<file path="src/rtl/demux_1x2_stream.sv">
// rtl/demux_1x2_stream.sv - registered 1-to-2 stream demultiplexer with per-output beat counters
module demux_1x2_stream #(
  parameter int WIDTH = 8
) (
  input  logic             clk,
  input  logic             rst,
  input  logic             mode,
  input  logic [WIDTH-1:0] in_data,
  input  logic             in_sel,
  input  logic             in_valid,
  output logic             in_ready,
  output logic [WIDTH-1:0] a_data,
  output logic             a_valid,
  input  logic             a_ready,
  output logic [WIDTH-1:0] b_data,
  output logic             b_valid,
  input  logic             b_ready,
  output logic [7:0]       a_count,
  output logic [7:0]       b_count,
  output logic             turn
);

  localparam logic [7:0] COUNT_MAX = 8'hFF;

  // Output A holding register
  logic [WIDTH-1:0] a_data_q,  a_data_d;
  logic             a_valid_q, a_valid_d;
  logic [7:0]       a_count_q, a_count_d;

  // Output B holding register
  logic [WIDTH-1:0] b_data_q,  b_data_d;
  logic             b_valid_q, b_valid_d;
  logic [7:0]       b_count_q, b_count_d;

  // Alternation pointer (1 = A is next)
  logic turn_q, turn_d;

  // Handshake decode
  logic tgt_is_a;
  logic tgt_valid;
  logic tgt_ready;
  logic accept;
  logic accept_a;
  logic accept_b;
  logic xfer_a;
  logic xfer_b;

  // Pick the destination; in_valid deliberately plays no part so in_ready never depends on it
  always_comb begin
    tgt_is_a  = mode ? turn_q : in_sel;
    tgt_valid = tgt_is_a ? a_valid_q : b_valid_q;
    tgt_ready = tgt_is_a ? a_ready   : b_ready;
    // A full target may still take a beat when it drains in the same cycle
    in_ready  = !rst && (!tgt_valid || tgt_ready);
  end

  // Split the accept toward one side and detect downstream transfers
  always_comb begin
    accept   = in_valid && in_ready;
    accept_a = accept && tgt_is_a;
    accept_b = accept && !tgt_is_a;
    xfer_a   = a_valid_q && a_ready;
    xfer_b   = b_valid_q && b_ready;
  end

  // Next state of output A: refill wins over drain, otherwise hold
  always_comb begin
    a_data_d  = a_data_q;
    a_valid_d = a_valid_q;
    a_count_d = a_count_q;
    if (accept_a) begin
      a_data_d  = in_data;
      a_valid_d = 1'b1;
    end else if (xfer_a) begin
      a_valid_d = 1'b0;
    end
    if (xfer_a && (a_count_q != COUNT_MAX)) begin
      a_count_d = a_count_q + 8'd1;
    end
  end

  // Next state of output B: refill wins over drain, otherwise hold
  always_comb begin
    b_data_d  = b_data_q;
    b_valid_d = b_valid_q;
    b_count_d = b_count_q;
    if (accept_b) begin
      b_data_d  = in_data;
      b_valid_d = 1'b1;
    end else if (xfer_b) begin
      b_valid_d = 1'b0;
    end
    if (xfer_b && (b_count_q != COUNT_MAX)) begin
      b_count_d = b_count_q + 8'd1;
    end
  end

  // Alternation only advances on beats actually taken while alternating
  always_comb begin
    turn_d = turn_q;
    if (mode && accept) begin
      turn_d = ~turn_q;
    end
  end

  // State registers; reset discards any buffered beats
  always_ff @(posedge clk) begin
    if (rst) begin
      a_data_q  <= '0;
      a_valid_q <= 1'b0;
      a_count_q <= 8'd0;
      b_data_q  <= '0;
      b_valid_q <= 1'b0;
      b_count_q <= 8'd0;
      turn_q    <= 1'b1;
    end else begin
      a_data_q  <= a_data_d;
      a_valid_q <= a_valid_d;
      a_count_q <= a_count_d;
      b_data_q  <= b_data_d;
      b_valid_q <= b_valid_d;
      b_count_q <= b_count_d;
      turn_q    <= turn_d;
    end
  end

  // Drive outputs straight from the registers
  always_comb begin
    a_data  = a_data_q;
    a_valid = a_valid_q;
    a_count = a_count_q;
    b_data  = b_data_q;
    b_valid = b_valid_q;
    b_count = b_count_q;
    turn    = turn_q;
  end

endmodule
</file>
<file path="config.mk">
export PLATFORM = sky130hd
export DESIGN_NAME = demux_1x2_stream
export DESIGN_NICKNAME = d
export VERILOG_FILES = /design/src/rtl/demux_1x2_stream.sv
export SDC_FILE = /design/constraint.sdc
export NUM_CORES = 1
export LEC_CHECK = 0
export BUFFER_PORTS_ARGS = -buffer_cell sky130_fd_sc_hd__buf_2
export CORE_MARGIN = 2
export CORE_UTILIZATION = 51
export CTS_BUF_LIST = sky130_fd_sc_hd__clkbuf_16
export CTS_CLUSTER_SIZE = 14
export DETAILED_ROUTE_END_ITERATION = 12
export PLACE_DENSITY = 0.86
export SLEW_MARGIN = 5
export SYNTH_ARGS = -nofsm -noshare
export SYNTH_HDL_FRONTEND = slang
export SYNTH_SLANG_ARGS = --single-unit
</file>
<file path="constraint.sdc">
create_clock -name clk -period 1.95 [get_ports clk]
set_input_delay 0.39 -clock clk [delete_from_list [all_inputs] [get_ports clk]]
set_output_delay 0.39 -clock clk [all_outputs]
set_load 0.01 [all_outputs]
</file>
==> flow_summary.ini <==
[status]
status = finished clean

[placement]
dpl_cell_area_um2 = 1964
pre_cts_ws_ps = 195.7
dp_hpwl_mm = 2.742
portBuffers = 50
finalWeightedCongestion = 0.8527

[timing]
worstMarginPinSlew_ps = 659.7
setup_ws_ps = 105.0
clock_skew_ps = 3.371
hold_viol_final = 0
fmax_mhz = 542.0
rsz0062_at_grt = false
finalSetupTns_ps = 0
finalSetupViolations = 0
post-route-period-util_pct = 94.62
min_period_ps = 1845
drv_slew = 0
slew_headroom_pct = 55.93

[synth]
ys_seq_area_share_pct = 40.73
yosys_warnings = 0
ys_ff_latch = 35
synth_nets = 210
syn_area_per_cell_um2 = 8.914
synth_area_leader_cell = dfxtp_1
synth.top_cell.area_share_pct = 40.73
synth_cells = 193
yosysUniqueCellTypes = 38
yosys-top-cells-area = dfxtp_1 (41%), nand4_1 (7.6%), a21oi_1 (7.6%), o31ai_1 (7.0%), and4_1 (3.1%)
synth_area_um2 = 1720

[final_layout]
syn2layout_area_growth_pct = 25.75
fin_util_pct = 65.87
nFillCells = 286
fin_area_um2 = 2163
drive_above_1_share_pct = 29.75
final_nets = 258
antennaDiodeCount = 0

[drt]
routed-wl-met3_um = 316
drt-met1-wl_mm = 1.867
highest_layer = met4
routed_wl_mm = 4.053
via_per_inst = 5.965
wire_per_inst_um = 14.07
drcViolationCount = 0
drt_pass1_iterations = 4
via_count = 1718
wl_met2_mm = 1.799
ant_nets = 0
drt_iter0_drc = 157

[worst_setup_path]
crit_start = turn
cp-end-kind = output pin
r2r_start = b_count[0]
path_class = reg -> out
arrival_ps = 1450
cp_max_fo = 10
crit_path_start_kind = register
cp_data_required_time_ps = 1560

[power_and_ir_drop]
power.total_mw = 1.848
p_leak_nw = 0.9133
irDropWorstVdd_mv = 0.5695
pwr_density_cell_nw_per_um2 = 854.0

[clocking]
cts_buffers = 5
h-tree-depth = 2
cts_root_buf = clkbuf_16
clock_latency_ps = 280
path_clk_slew_ps = 60
cts_buffer_depth = 2
cts_tree = yes
clkSinkCount = 35
ctsHoldBuffers = 0

[floorplanning]
core-area_um2 = 3284
rows = 21
ioPinCount = 51
die_h_um = 62.08
dieArea_um2 = 3854
start_util_pct = 52.38
die_w_um = 62.08

[global_routing]
grt.total_usage_pct = 21.61
grt-ovfl-total = 0
antenna_found_initial = 0
grt_pass1_vias = 1266
grt_max_degree = 22
grt_pass1_wl_mm = 5.961

[min_path]
hold_path_class = in -> reg
hp-start = in_data[3]

[run]
drv_cap = 0
[layer usage]
layer	vias to the layer above	track usage, %
li1	842	-
met3	6	7.246
met5	-	0
met1	802	29.82
met2	68	29.91
met4	0	10.64
[flip-flops by register name (all words and copies together) (netlist names)]
name / cells
b_valid: 1
a_valid: 1
a_count: 8
turn: 1
a_data: 8
b_count: 8
b_data: 8
[Yosys cell counts]
cell type and count:
nand2_1 9, o21ai_1 1, inv_1 3, and4_1 6, o31ai_1 16, buf_4 3, o21ai_0 2, a21oi_2 2
a41oi_1 2, mux2_1 3, nor4_2 1, nand4b_1 1, o311ai_1 1, a21oi_1 26, a311oi_1 3, dfxtp_1 35
mux2_4 2, mux2i_1 2, clkbuf_1 6, nor2b_1 6, a21boi_1 2, nor4b_1 1, and3_1 2, o2111a_1 1
buf_6 1, nand3_1 4, or3_1 2, nor3_1 4, nor2_1 8, a211oi_1 3, clkbuf_4 1, buf_2 5
mux2i_2 1, clkbuf_2 1, nand4_1 21, ha_1 2, nor3b_1 2, nand2b_1 2
[cells by family (layout without fill, tap and decap cells)]
kind of cell             count (synthesis)  after routing  share of synthesized area [%]
adder cells (fa/ha/maj)                  2              2                          1.454
AND/OR/NAND/NOR                         69             69                          23.71
AO/OA/AOI/OAI                           59             59                          22.33
flip-flops                              35             35                          40.73
buffers and inverters                   20             69                          6.108
multiplexers                             8              8                          5.673
[repair_timing]
| action | in CTS | in global routing |
|---|---|---|
| gates resized for setup | 0 | 0 |
| setup endpoints to repair | 0 | 1 |
| setup buffers | 0 | 4 |
| hold endpoints to repair | 0 | 0 |
[where the power goes]
part,leakage (nW),switching [mW],internal (mW)
sequential,0.284,0.0191,0.740
clock,0.0838,0.302,0.602
combinational,0.545,0.109,0.0752
total,0.913,0.430,1.42
[per-stage QoR]
step	hold slack (ps)	instances
3_3_place_gp	456.2	276
4_1_cts	377.1	284
5_1_grt	385.9	288
2_1_floorplan	492.8	193
6_report	383.5	288
3_5_place_dp	458.4	276
[critical path, cell delays in order (launching register included)]
cell	delay, ps
dfxtp_1	420
mux2_4	250
nor2_1	60
a211oi_1	260
buf_2	180
[worst paths after layout]
path	to	slack, ps	depth (start not counted)
worst min-delay path	b_data[3]	380	3
worst max register to register	b_count[0]	380	4
worst min register to register	a_data[5]	470	2
worst max-delay path	in_ready	110	4
[cells in the final DEF, fill, tap and decap left out, types with 3 or more instances in the layout]
cell / instances
mux2_1: 3
a21oi_1: 26
a211oi_1: 3
o31ai_1: 16
buf_2: 50
nand2_1: 9
nand3_1: 4
clkbuf_16: 5
nor2b_1: 6
buf_4: 8
nor2_1: 8
nand4_1: 21
and4_1: 6
a311oi_1: 3
inv_1: 3
dfxtp_1: 35
nor3_1: 4
[cell type report]
cell class / count / area [um^2] / area share, %
multi-input combinational: 138 / 914.6 / 42.28
inverter: 3 / 11.26 / 0.5205
clock buffer: 5 / 125.1 / 5.784
tap: 46 / 57.56 / 2.661
sequential: 35 / 700.7 / 32.39
timing repair buffer: 58 / 310.3 / 14.34
clock inverter: 3 / 43.79 / 2.024
(Power assumes the default switching activity.)
